<file path="src/rtl/bin2bcd_display_feeder.sv">
// -----------------------------------------------------------------------------
// bin2bcd_display_feeder
//
// Sequential double-dabble converter: turns a 32-bit unsigned value into eight
// packed BCD digits for the 8-digit 7-segment driver. It also produces a
// leading-zero blank mask and an overflow flag for values above 99_999_999.
// The outputs change only when a conversion finishes, so the display never
// shows intermediate values.
//
// Parameters:
//   SATURATE  1: on overflow bcd_out = 32'h9999_9999; 0: low 8 decimal digits
//   BLANK_EN  1: blank computed from leading zeros;  0: blank held at 8'h00
//
// Ports:
//   clk      in   1   system clock, rising edge
//   rst_n    in   1   asynchronous active-low reset
//   start    in   1   conversion request, sampled only when idle
//   bin_in   in   32  binary value, captured on the accepted start edge
//   busy     out  1   conversion in progress
//   done     out  1   one-cycle pulse when new results are valid
//   bcd_out  out  32  8 packed BCD digits, [3:0] = units
//   blank    out  8   bit i = digit i is a leading zero (bit 0 never set)
//   ovf      out  1   last converted value was > 99_999_999
// -----------------------------------------------------------------------------
module bin2bcd_display_feeder #(
    parameter bit SATURATE = 1'b1,
    parameter bit BLANK_EN = 1'b1
) (
    input  logic        clk,
    input  logic        rst_n,
    input  logic        start,
    input  logic [31:0] bin_in,
    output logic        busy,
    output logic        done,
    output logic [31:0] bcd_out,
    output logic [7:0]  blank,
    output logic        ovf
);

    typedef enum logic [1:0] {
        IDLE   = 2'd0,
        SHIFT  = 2'd1,
        FINISH = 2'd2
    } state_t;

    localparam logic [7:0]  BLANK_RESET = BLANK_EN ? 8'hFE : 8'h00;
    localparam logic [5:0]  LAST_SHIFT  = 6'd31;
    localparam logic [31:0] ALL_NINES   = 32'h9999_9999;

    state_t      state;
    state_t      state_nxt;

    logic [31:0] shreg;
    logic [39:0] bcd_acc;
    logic [5:0]  count;

    logic [39:0] acc_adj;
    logic        fin_ovf;
    logic [31:0] fin_bcd;
    logic [7:0]  fin_blank;
    logic        lead_zero;

    // ---------------------------------------------------------------------
    // State register
    // ---------------------------------------------------------------------
    always_ff @(posedge clk or negedge rst_n) begin
        if (!rst_n) begin
            state <= IDLE;
        end else begin
            state <= state_nxt;
        end
    end

    // ---------------------------------------------------------------------
    // Next-state logic
    // ---------------------------------------------------------------------
    always_comb begin
        state_nxt = state;
        case (state)
            IDLE: begin
                if (start) begin
                    state_nxt = SHIFT;
                end
            end
            SHIFT: begin
                // count holds the number of shifts already done; this edge
                // performs the 32nd one.
                if (count == LAST_SHIFT) begin
                    state_nxt = FINISH;
                end
            end
            FINISH: begin
                state_nxt = IDLE;
            end
            default: begin
                state_nxt = IDLE;
            end
        endcase
    end

    assign busy = (state != IDLE);

    // ---------------------------------------------------------------------
    // Double-dabble correction: every nibble >= 5 gets +3 (4-bit, no carry
    // between nibbles) before the shift.
    // ---------------------------------------------------------------------
    always_comb begin
        acc_adj = bcd_acc;
        for (int unsigned i = 0; i < 10; i++) begin
            if (bcd_acc[4*i +: 4] >= 4'd5) begin
                acc_adj[4*i +: 4] = bcd_acc[4*i +: 4] + 4'd3;
            end
        end
    end

    // ---------------------------------------------------------------------
    // Final result formatting from the completed accumulator
    // ---------------------------------------------------------------------
    always_comb begin
        fin_ovf = |bcd_acc[39:32];
        fin_bcd = bcd_acc[31:0];
        if (fin_ovf && SATURATE) begin
            fin_bcd = ALL_NINES;
        end
    end

    // Scan from the most significant digit down; a digit is blanked while
    // every digit at or above it is zero. Units digit is always shown.
    always_comb begin
        fin_blank = '0;
        lead_zero = 1'b1;
        if (BLANK_EN) begin
            for (int unsigned i = 7; i >= 1; i--) begin
                lead_zero    = lead_zero & (fin_bcd[4*i +: 4] == 4'd0);
                fin_blank[i] = lead_zero;
            end
        end
    end

    // ---------------------------------------------------------------------
    // Datapath and output registers
    // ---------------------------------------------------------------------
    always_ff @(posedge clk or negedge rst_n) begin
        if (!rst_n) begin
            shreg   <= '0;
            bcd_acc <= '0;
            count   <= '0;
            done    <= 1'b0;
            bcd_out <= '0;
            blank   <= BLANK_RESET;
            ovf     <= 1'b0;
        end else begin
            done <= 1'b0;
            case (state)
                IDLE: begin
                    if (start) begin
                        shreg   <= bin_in;
                        bcd_acc <= '0;
                        count   <= '0;
                    end
                end
                SHIFT: begin
                    // {bcd_acc, shreg} <<= 1 using the corrected accumulator
                    {bcd_acc, shreg} <= {acc_adj[38:0], shreg, 1'b0};
                    count            <= count + 6'd1;
                end
                FINISH: begin
                    bcd_out <= fin_bcd;
                    blank   <= fin_blank;
                    ovf     <= fin_ovf;
                    done    <= 1'b1;
                end
                default: begin
                    done <= 1'b0;
                end
            endcase
        end
    end

endmodule

</file>
<file path="config.mk">
export PLATFORM = sky130hd
export DESIGN_NAME = bin2bcd_display_feeder
export DESIGN_NICKNAME = d
export VERILOG_FILES = /design/src/rtl/bin2bcd_display_feeder.sv
export SDC_FILE = /design/constraint.sdc
export NUM_CORES = 1
export LEC_CHECK = 0
export ABC_AREA = 1
export CORE_MARGIN = 5
export CORE_UTILIZATION = 42
export CTS_BUF_LIST = sky130_fd_sc_hd__clkbuf_8
export DETAILED_ROUTE_END_ITERATION = 8
export HOLD_SLACK_MARGIN = 0.08
export PLACE_DENSITY_LB_ADDON = 0.08
export SLEW_MARGIN = 20
export SYNTH_ARGS = -nofsm -noshare
export SYNTH_HDL_FRONTEND = slang
export SYNTH_SLANG_ARGS = --single-unit
export TNS_END_PERCENT = 50
</file>
<file path="constraint.sdc">
create_clock -name clk -period 3.6 [get_ports clk]
set_input_delay 0.36 -clock clk [delete_from_list [all_inputs] [get_ports clk]]
set_output_delay 0.36 -clock clk [all_outputs]
set_load 0.01 [all_outputs]
</file>
# Yosys cells after proc, flatten, opt, wreduce, memory -nomap -nowiden
# Index checks and enable logic that the tools add are counted.
# Widths: inputs -> output; s select.
# op_classes
shifts,0
n_mul,0
reduce_logical,13
n_mux,21
n_eq_ne,5
addsub,11
n_div,0
n_bitwise,6
order_cmp,10
# op_table
op,count
$pmux 40 s2,1
$mux 32,2
$pmux 32 s2,1
$ge 4x3->1 const B,10
$mux 40,1
$add 4x2->4 const B,9
$mux 4,9
$logic_not 4->1,7
$pmux 6 s2,1
$reduce_or 8->1,1
$add 6x1->6 const B,1
$and 1x1->1,6
$eq 6x5->1 const B,1
$mux 6,1
$mux 2,2
$ne 2x2->1 const B,2
$pmux 2 s2,1
$reduce_and 2->1,2
$reduce_bool 2->1,2
$add 3x2->3 const B,1
$mux 3,1
$eq 2x1->1 const B,1
$eq 2x2->1 const B,1
$logic_not 2->1,1
$mux 1,1
# word_totals
memories,0
mem_bits_ro,0
register_bits,121
mem_bits_rw,0
input_bits,35
elab_cells,74
latch_bits,0
out_inout_bits,43

# Longest topological paths before layout
# logic_depth
ltp_word,9
mapped_depth,10
mapped_depth_nobuf,10

# Worst setup path before layout
# No wires, ideal clock.
# synth_path
path_type,register to register
from,reg bcd_acc[32]
to,reg blank[1]
n_path_buf,0
slack_ns,2.106
t_arrival_ns,1.433
synth_period_minus_slack_ns,1.494
required_time_ns,3.539
setup_ns,0.061
path_stages_with_launch,11
path_cell_list,dfrtp_1 -> inv_1 -> ha_1 -> nand2_1 -> nor2_2 -> nand3_1 -> nor2_1 -> nand3_1 -> nor2_2 -> nand4_1 -> nand2_1
# synth_via
elab_chain_cells,9
word_cells_on_any_way,15
cone_classes,mux (1); bitwise (6); reduce/logical (8)
# synth_rtl
item,line,rtl
"start, declared",54,logic [39:0] bcd_acc;
"start signal, assigned",164,"{bcd_acc, shreg} <= {acc_adj[38:0], shreg, 1'b0};"
$reduce_or 8->1 (*),120,fin_ovf = |bcd_acc[39:32];
$mux 32 (*),122,if (fin_ovf && SATURATE) begin
$logic_not 4->1,134,lead_zero = lead_zero & (fin_bcd[4*i +: 4] == 4'd0);
$and 1x1->1 (5 in series),134,
$and 1x1->1 (*),134,
"end signal, assigned",169,blank <= fin_blank;
"end, declared",36,"output logic [7:0] blank,"
# Mark *: on every way between the ends. The rest lies on a longest branch, timed or not.
# A chain may end at the register's enable or synchronous reset.

# Worst setup path in the final report
# layout_path
from,reg state[1]
to,reg blank[1]
# layout_via
elab_chain_cells,1
# layout_rtl
item,line,rtl
"start, declared",50,state_t state;
"start signal, assigned",70,state <= state_nxt;
$eq 2x2->1,154,case (state)
# No other way between the ends.

==> flow_summary.ini <==
[layout]
layout.nets = 796
layout-drive-gt1-share_pct = 7.46
diodes = 0
area_growth_pct = 23.7
layout.cells.non_filler = 927
fin_util_pct = 53.5
finish.instance_area_sq_um = 7140

[yosys]
ys_ff_latch = 121
netlist.area_leader.share_pct = 49.4
async_flop_share_pct = 100
synthesis.nets = 724
yosys_warnings = 0
syn_area_per_cell_sq_um = 8.67
synthCells = 666
ys.flop_type = dfrtp_1
synth.most_common_cell = dfrtp_1
syn_area_sq_um = 5780
synth.area.top_cells = dfrtp_1 (49%), nand2_1 (7.2%), nor2_1 (5.5%)
ys_seq_area_share_pct = 52.6
synthTopCellsByCount = dfrtp_1 (114), nand2_1 (111), nor2_1 (84)
ys_types = 36
synth_edf_count = 0
synth_top_area_cell = dfrtp_1

[floorplan]
coreArea_sq_um = 13300
die_y_um = 127
die_x_um = 127
ios = 78
floorplan.initialDensity_pct = 43.3
die_area_sq_um = 16200
num_rows = 42

[route]
wl_per_cell_um = 14.5
viasPerCell = 5.06
vias = 4690
drt-initial-drc-count = 340
ant_nets = 0
drcViolationCount = 0
wl_um = 13400
dr.pass1.iters = 5

[clock_network]
cts_buffer_depth = 2
cts.sinks = 121
numCtsBuffers = 17
cts_tree = built
ctsResizeCount = 0
post-cts-setup-buffer-count = 0
htree_levels = 4
cts.clk_slew.worst_paths_ns = 0.07
root_buffer = clkbuf_8
clock_latency_ns = 0.44
postCtsHoldBufs = 0

[min_path]
hold_path_class = in2async

[pwr]
power_frac_clock_pct = 49.3
switching_share_pct = 20.1
cell_internal_pwr_mw = 2.26
seq_power_share_pct = 48.2
p_switching_uw = 566
p_leak_nw = 3.39
pwr-share-comb_pct = 2.5
power_mw = 2.82
power_density_nw_per_um2 = 395
ir_worst_vdd_mv = 0.201

[setup_path]
path_class = reg2reg
crit_fanout = 30
max_stage_delay_ns = 0.41
crit_arrival_ns = 2.57
cp.buffers_inverters = 4
cp_slowest_cell = dfrtp_1
end_kind = flip-flop
critPathLaunchType = flip-flop
path_cells = inv_1 > nor2_2 > buf_4 > inv_2 > nor2_2 > buf_4 > nand2_1 > nor2_1 > nand4_1 > nand2_1
critical-path-top-delay-family = buffers and inverters
required_ns = 3.99

[timing]
finalCriticalPeriod_ns = 2.19
finalSetupViolations = 0
finalClockSkew_ns = 0.0102
maxSlewViolCount = 0
timing.fmax_mhz = 457
hold-worst-slack_ns = 0.365
grt_setup_unrepaired = no
fin_crit_sh_pct = 60.8
worstMarginPinSlew_ns = 0.727
fin_setup_tns_ns = 0
layout_setup_ws_ns = 1.41
final_hold_viol_count = 0
relSlewSlack_pct = 51.6

[place]
dp_hpwl_um = 8840
gp_congestion = 0.830
port_buffers = 76
placedCellCount = 893
placed_cell_area_sq_um = 6650
place_ws_ns = 1.43

[global_routing]
antenna_found_initial = 0
first_global_vias = 4779
grt_pass1_wl_um = 23100
overflow = 0
grt_max_degree = 76
grtUsageTotal_pct = 17.5

[flow_run]
cap_violations = 0

[run_status]
outcome = completed
[power groups by stage]
| stage | sequential [mW] | clock (mW) | combinational, mW |
|---|---|---|---|
| detailed placement | 1.38 | 0 | 0.0693 |
| CTS | 1.36 | 1.42 | 0.0697 |
| floorplan | 1.39 | 0 | 0.00192 |
| finish | 1.36 | 1.39 | 0.0715 |
| global route | 1.36 | 1.48 | 0.0803 |
| global placement | 1.38 | 0 | 0.0696 |
[layer usage]
| layer | global-route usage (%) | part of all wire [%] |
|---|---|---|
| met2 | 27.8 | 46 |
| met3 | 4.05 | 5.2 |
| met4 | 6.25 | 1.2 |
| met5 | 0 | 0 |
| met1 | 23.5 | 47 |
[cell type report]
class,instances,area (sq um)
Fill cell,1274,6200
Sequential cell,121,3040
Multi-Input combinational cell,446,2320
Timing Repair Buffer,83,846
Clock buffer,23,317
Inverter,69,259
Tap cell,176,220
Clock inverter,9,143
[logic make-up after synthesis]
logic type	synth area share, %
AOI/OAI and AO/OA	16.2
xor gates and xnor gates	1.82
adders and majority gates	4.98
buffers and inverters	7.30
DFF	52.6
other	0.0649
and+or+nand+nor	17.0
[sequential cells by signal (all words and copies together), names as in the netlist]
signal   flops
ovf          1
count        6
done         1
state        2
bcd_out     32
blank        7
bcd_acc     40
shreg       32
[worst register-to-register path, delay by kind of cell (launching register included)]
kind                   cells  cell delay, ns
buffers and inverters      4            0.91
and+or+nand+nor            6            0.81
DFF                        1            0.41
[path summary, 6_finish.rpt]
kind | slack (ns) | depth (start not counted) | end | start
min in group clk | 0.47 | 1 | state[1] | count[5]
max reg2reg | 1.41 | 10 | blank[1] | state[1]
min | 0.36 | 2 | bcd_acc[22] | rst_n
min reg2reg | 0.47 | 1 | state[1] | count[5]
max | 1.41 | 10 | blank[1] | state[1]
max in group asynchronous | 2.64 | 3 | blank[7] | rst_n
[layout by cell type, fill, tap and decap left out, types with 23 or more instances in the layout]
cell type,instances
dfrtp_1,114
inv_1,67
nand2_1,111
o21ai_0,57
o21ai_1,61
ha_1,23
clkbuf_8,23
nand3_1,32
clkdlybuf4s50_1,75
nor2_1,84
Power figures use the tool's default switching activity.
